File: config.mk
export PLATFORM = sky130hd
export DESIGN_NAME = ram4k_copy_engine
export DESIGN_NICKNAME = d
export VERILOG_FILES = /design/src/rtl/xiphos_mem_pkg.sv /design/src/rtl/ram4k_copy_engine.sv
export SDC_FILE = /design/constraint.sdc
export NUM_CORES = 1
export LEC_CHECK = 0
export ABC_CLOCK_PERIOD_IN_PS = 3500
export CAP_MARGIN = 20
export CORE_UTILIZATION = 52
export DETAILED_ROUTE_END_ITERATION = 10
export PLACE_DENSITY = 0.83
export SYNTH_ARGS = -nofsm -noshare
export SYNTH_HDL_FRONTEND = slang
export SYNTH_SLANG_ARGS = --single-unit
File: constraint.sdc
create_clock -name clk -period 3.5 [get_ports clk]
set_clock_uncertainty 0.05 [all_clocks]
set_input_delay 0.7 -clock clk [delete_from_list [all_inputs] [get_ports clk]]
set_output_delay 0.7 -clock clk [all_outputs]
set_load 0.01 [all_outputs]
File: src/rtl/xiphos_mem_pkg.sv
// Shared definitions for the RAM4k-side memory engines.
// Provides the RAM geometry constants, the copy-engine state encoding
// and the operation mode encoding.
package xiphos_mem_pkg;

    localparam int ADDR_W = 12;  // 4096-word RAM
    localparam int DATA_W = 16;

    typedef enum logic [1:0] {
        ST_IDLE = 2'd0,
        ST_RD   = 2'd1,
        ST_WR   = 2'd2,
        ST_DONE = 2'd3
    } state_e;

    typedef enum logic {
        MODE_COPY = 1'b0,
        MODE_FILL = 1'b1
    } mode_e;

endpackage

File: src/rtl/ram4k_copy_engine.sv
// ram4k_copy_engine: block copy / block fill initiator for the RAM4k.
//
// Ports:
//   clk, rst_n      rising-edge clock, asynchronous active-low reset
//   start           request, sampled only while idle
//   mode            0 = copy, 1 = fill
//   src, dst        source / destination base word address
//   len             word count, 0..4096 (ADDR_W+1 bits)
//   fill_val        fill pattern
//   busy            high whenever an operation is in progress (incl. DONE)
//   done            one-cycle completion pulse
//   mem_addr/mem_in/mem_ld  drive the RAM addr/in/ld inputs
//   mem_out         RAM combinational read data
//
// Copy takes two cycles per word (read, then write); fill writes one word
// per cycle. Address pointers wrap modulo 2**ADDR_W. All RAM-side outputs
// are decoded from the state register, so asserting rst_n low removes
// mem_ld immediately without waiting for a clock edge.
module ram4k_copy_engine #(
    parameter int ADDR_W = xiphos_mem_pkg::ADDR_W,
    parameter int DATA_W = xiphos_mem_pkg::DATA_W
) (
    input  logic              clk,
    input  logic              rst_n,
    input  logic              start,
    input  logic              mode,
    input  logic [ADDR_W-1:0] src,
    input  logic [ADDR_W-1:0] dst,
    input  logic [ADDR_W:0]   len,
    input  logic [DATA_W-1:0] fill_val,
    output logic              busy,
    output logic              done,
    output logic [ADDR_W-1:0] mem_addr,
    output logic [DATA_W-1:0] mem_in,
    output logic              mem_ld,
    input  logic [DATA_W-1:0] mem_out
);

    import xiphos_mem_pkg::*;

    state_e              state_q,   state_d;
    mode_e               mode_q,    mode_d;
    logic [ADDR_W-1:0]   src_ptr_q, src_ptr_d;
    logic [ADDR_W-1:0]   dst_ptr_q, dst_ptr_d;
    logic [ADDR_W:0]     cnt_q,     cnt_d;
    logic [DATA_W-1:0]   buf_q,     buf_d;
    logic [DATA_W-1:0]   fill_q,    fill_d;

    // Next-state and datapath update.
    always_comb begin
        // NOTE: every signal gets a hold-value default before the case so
        // no path leaves it unassigned (which would infer a latch).
        state_d   = state_q;
        mode_d    = mode_q;
        src_ptr_d = src_ptr_q;
        dst_ptr_d = dst_ptr_q;
        cnt_d     = cnt_q;
        buf_d     = buf_q;
        fill_d    = fill_q;

        case (state_q)
            ST_IDLE: begin
                if (start) begin
                    mode_d    = mode_e'(mode);
                    src_ptr_d = src;
                    dst_ptr_d = dst;
                    cnt_d     = len;
                    fill_d    = fill_val;
                    if (len == '0)
                        state_d = ST_DONE;
                    else if (mode_e'(mode) == MODE_FILL)
                        state_d = ST_WR;
                    else
                        state_d = ST_RD;
                end
            end
            ST_RD: begin
                buf_d     = mem_out;
                src_ptr_d = src_ptr_q + 1'b1;  // wraps modulo 2**ADDR_W
                state_d   = ST_WR;
            end
            ST_WR: begin
                dst_ptr_d = dst_ptr_q + 1'b1;
                cnt_d     = cnt_q - 1'b1;
                // Last word when the count is about to reach zero.
                if (cnt_q == (ADDR_W+1)'(1))
                    state_d = ST_DONE;
                else if (mode_q == MODE_FILL)
                    state_d = ST_WR;
                else
                    state_d = ST_RD;
            end
            ST_DONE: state_d = ST_IDLE;
            default: state_d = ST_IDLE;
        endcase
    end

    always_ff @(posedge clk or negedge rst_n) begin
        if (!rst_n) begin
            state_q   <= ST_IDLE;
            mode_q    <= MODE_COPY;
            src_ptr_q <= '0;
            dst_ptr_q <= '0;
            cnt_q     <= '0;
            buf_q     <= '0;
            fill_q    <= '0;
        end else begin
            // NOTE: non-blocking assignments so every register samples the
            // pre-edge values, independent of statement order.
            state_q   <= state_d;
            mode_q    <= mode_d;
            src_ptr_q <= src_ptr_d;
            dst_ptr_q <= dst_ptr_d;
            cnt_q     <= cnt_d;
            buf_q     <= buf_d;
            fill_q    <= fill_d;
        end
    end

    // RAM-side outputs decoded purely from state.
    always_comb begin
        busy     = (state_q != ST_IDLE);
        done     = (state_q == ST_DONE);
        mem_ld   = (state_q == ST_WR);
        mem_addr = '0;
        mem_in   = '0;
        if (state_q == ST_RD) begin
            mem_addr = src_ptr_q;
        end else if (state_q == ST_WR) begin
            mem_addr = dst_ptr_q;
            mem_in   = (mode_q == MODE_FILL) ? fill_q : buf_q;
        end
    end

endmodule

=== Word level (Yosys, flattened, before mapping) ===
Index checks and enable logic that the tools add are counted.

* Input port bits: 73
* Output and inout port bits: 31
* Register bits: 72
* Logic and storage cells: 40

* Reduce and logical (&&, ||, !) cells: 8
* Eq/ne operators: 5
* Muxes and demuxes: 17
* $add $sub $neg: 3

{| class="wikitable"
|+ Operator list
! kind !! number
|-
| 2-to-1 mux 12 bit || 4
|-
| 2-to-1 mux 16 bit || 3
|-
| one-hot mux 12 bit (2 select lines) || 2
|-
| one-hot mux 13 bit (2 select lines) || 1
|-
| adder 12 x 1 -> 12 bit (second input constant) || 2
|-
| equality test 13 x 1 -> 1 bit (second input constant) || 1
|-
| zero test 13 bit || 1
|-
| 2-to-1 mux 13 bit || 1
|-
| subtractor 13 x 1 -> 13 bit (second input constant) || 1
|-
| 2-to-1 mux 2 bit || 5
|-
| one-hot mux 2 bit (4 select lines) || 1
|-
| AND reduction 2 bit || 3
|-
| nonzero test 2 bit || 3
|-
| equality test 2 bit (second input constant) || 2
|-
| equality test 2 x 1 -> 1 bit (second input constant) || 1
|-
| zero test 2 bit || 1
|-
| != test 2 bit (second input constant) || 1
|}

=== Longest topological paths before layout ===
* Depth in word-level cells: 4
* Gate-level depth with buffers: 8
* Depth with buffers taken out: 6

=== Worst setup path after synthesis ===
Ideal clock, no wire load.

* Path type: register -> output
* Start: register state_q[0]
* End: output mem_addr[10]
* Stages on the path, launching flop included: 7
* Data required time: 2.750 ns
* Setup slack: 1.317 ns
* Arrival time: 1.433 ns
* Buffers on the path: 3
* Cell sequence: dfrtp_1 > buf_6 > nand2b_1 > buf_2 > inv_1 > clkbuf_1 > a22o_1

* Longest elaborated chain between the ends: 3
* Elaborated cells between the ends (all ways): 4
* Those cells by class: 2 x eq/ne; 2 x mux

{| class="wikitable"
|+ Ends and longest elaborated chain
! what !! RTL line !! source
|-
| from (decl) || ram4k_copy_engine.sv:41 || <nowiki>state_e state_q, state_d;</nowiki>
|-
| from (signal assigned) || ram4k_copy_engine.sv:110 || <nowiki>state_q <= state_d;</nowiki>
|-
| equality test 2 bit || -- ||
|-
| via mem_ld || ram4k_copy_engine.sv:35 || <nowiki>output logic mem_ld,</nowiki>
|-
| 2-to-1 mux 12 bit || ram4k_copy_engine.sv:129 || <nowiki>end else if (state_q == ST_WR) begin</nowiki>
|-
| 2-to-1 mux 12 bit || ram4k_copy_engine.sv:127 || <nowiki>if (state_q == ST_RD) begin</nowiki>
|-
| to (decl) || ram4k_copy_engine.sv:33 || <nowiki>output logic [ADDR_W-1:0] mem_addr,</nowiki>
|}

The timed path passes the listed nets, and every way through them passes these cells.

=== Worst setup path after layout ===
* Start: register state_q[1]
* End: output mem_addr[6]

* Longest elaborated chain between the ends: 3
* Elaborated cells between the ends (all ways): 4
* Those cells by class: 2 x eq/ne; 2 x mux

{| class="wikitable"
|+ Ends and longest elaborated chain
! what !! RTL line
|-
| equality test 2 bit || ram4k_copy_engine.sv:129
|-
| 2-to-1 mux 12 bit || ram4k_copy_engine.sv:129
|-
| 2-to-1 mux 12 bit * || ram4k_copy_engine.sv:127
|}

Every way passes the cells marked *; elsewhere a longest branch is shown, timed or not.

==> metrics <==
CP Max Fanout 18; CTS tree built; total nets after synthesis between 500 and 600; DRT iter0 DRCs 225; Async S/R FF share, synth 1.000; initial antenna violation count 0; GRT Overall Usage 0.2927; internal power about 0.0025 W; Mapped Cells 441; Synth area leader dfrtp_1; wire length per cell 16.53 µm; WL final 10.60 mm; Starting Density 0.5501; Nets 617; switch share 0.4173; htree depth 3; Post-Syn Area around 3800 µm²; Avg Cell Area, Syn 8.662 µm²; EDFF count, synth 0; Clk pwr share 0.143; critical path class register to output port; share of the synthesized area in the top cell type 0.4717; worst hold slack around 340 ps; VDD IR max 0.3987 mV; final hold violation count 0; flip-flop and latch count after synthesis 72; storage element area 1802 µm²; Tot Pwr 0.004306 W; Net Sw Power 0.001797 W; Fill cells 525; pin count of the biggest net entering global routing 35; Placeable Area around 7000 µm²; GP Congestion 0.8863; CP Launch Type register; CTS clk-pin slew, worst paths 80 ps; minimum clock period 2960 ps; Total Neg Setup Slack 0 ps; leakage power around 2.2 nW; CTS Buf Count 9; combinational power share 0.471; DPL Wire Length 7.646 mm; Hold-fix buffers, CTS 0; drt via density 5.791; DRC 0; antenna viol nets, final 0; outcome finished clean; die area 7693 µm²; Max Cap Viol 0; Hold WC Path Type primary input to asynchronous set/reset pin; Die Wd 87.71 µm; critical path endpoint category output port; Warnings, synthesis 0; share of cells above drive strength 1 0.08073; prevailing post-synth register cell dfrtp_1; Achievable Freq between 300 and 400 MHz; Req. time, crit path around 2800 ps; clock sinks 72; synth top area cells dfrtp_1, nand2_1, mux2i_1; worst path arrival time 2210 ps; # Post-CTS Setup Buffers 0; PwrDens ~840 nW/µm²; root buffer cell clkbuf_8; # diodes 0; IO Count about 100; Slew Limit Fails 0; area delta synth->final 34.06%; Worst Tran Pin Value slightly above 700 ps; first-pass detailed-route iteration total 5; Longest Clk Path Bufs 2; commonest non-fill, non-tap cells in the layout nand2_1, clkdlybuf4s50_1, dfrtp_1; PostCTS Resize Cnt 0; RSZ-0062 raised after global routing no; register area share after synthesis 0.4717; first-pass GRT wire length 17.09 mm; vias in the first global route 3,533; IO buf count 103; GRT Residual Overflow 0; clk_lat worst skew 360 ps; fin util 0.7375; power share of the sequential group 0.386; Rows 30; most common cell after layout, fill and taps aside nand2_1; area of the multi-input gates 1882 µm²; part of the cycle the worst path needs 0.8458; final setup fails 0; Slew Limit Headroom 0.5164; routed via count 3,712; count of cell types in the netlist 57; chip height 87.71 µm
[metal layers]
layer,up-vias,track usage,part of all wire
met5,-,0,0
met2,148,0.4574,0.48
met1,1795,0.3960,0.43
met3,16,0.07917,0.069
met4,0,0.09538,0.015
li1,1753,-,-
[power groups by stage]
stage                     logic (W)  registers [W]  clock network (W)
after floorplan             0.00137        0.00150                  0
after global placement      0.00196        0.00164                  0
final                       0.00203        0.00166           0.000618
after global routing        0.00225        0.00171           0.000660
after CTS                   0.00204        0.00165           0.000623
after detailed placement    0.00202        0.00165                  0
[logic make-up after synthesis]
group	synth area share
AND/OR/NAND/NOR	0.2745
multiplexers	0.04455
flip-flops	0.4717
adder cells (fa/ha/maj)	0.01310
XOR/XNOR	0.002293
AO/OA/AOI/OAI	0.1559
buffers and inverters	0.03800
[stage by stage]
step                      instance area, µm²  std cells  worst slack, ps
after floorplan                         3820        441             1317
after global placement                  4938        625            698.0
after detailed placement                4938        625            671.2
after CTS                               5121        641            552.3
after global routing                    5121        641            399.9
final                                   5121        641            539.8
[synth_stat cells, drive strengths merged (2+ instances only)]
cell	count
a211oi	6
a21o	3
a21oi	10
a221o	5
a22o	7
a22oi	3
a311oi	4
and2	2
and3	3
buf	16
clkbuf	10
dfrtp	72
ha	4
inv	7
mux2i	17
nand2	128
nand2b	2
nand3	8
nand4	4
nor2	45
nor3	15
nor3b	4
nor4	9
o211ai	5
o21a	2
o21ai	19
o221a	5
o22ai	3
or4	2
or4b	2
[worst paths after layout]
check                                       start                   endpoint  slack, ps  cells past startpoint
max                        state_q[1]$_DFFE_PN0P_                mem_addr[6]        540                      5
min                                         rst_n  dst_ptr_q[10]$_DFFE_PN0P_        340                      1
max reg2reg                state_q[0]$_DFFE_PN0P_       cnt_q[7]$_DFFE_PN0P_       1280                      5
min reg2reg                  buf_q[3]$_DFFE_PN0P_       buf_q[3]$_DFFE_PN0P_        430                      2
max in group asynchronous                   rst_n   dst_ptr_q[3]$_DFFE_PN0P_       2230                      2
min in group clk             buf_q[3]$_DFFE_PN0P_       buf_q[3]$_DFFE_PN0P_        430                      2
[worst max-delay path, cell delays in order (launching register included)]
cell and delay, ps:
dfrtp_1 540, nand2b_1 120, inv_1 420, nand2_1 120
o21ai_0 100, clkdlybuf4s50_1 560
[layout make-up]
| class | instances | area share |
|---|---|---|
| timing repair buffer | 114 | 0.2165 |
| sequential | 72 | 0.3518 |
| multi-input combinational | 336 | 0.3675 |
| tap | 96 | 0.02345 |
| inverter | 7 | 0.005131 |
| clock buffer | 11 | 0.02956 |
| clock inverter | 5 | 0.006108 |
[sequential cells by signal, indices dropped and copies added (netlist names)]
register / count
mode_q: 1
buf_q: 16
fill_q: 16
dst_ptr_q: 12
cnt_q: 13
state_q: 2
src_ptr_q: 12
Power figures use the tool's default switching activity.
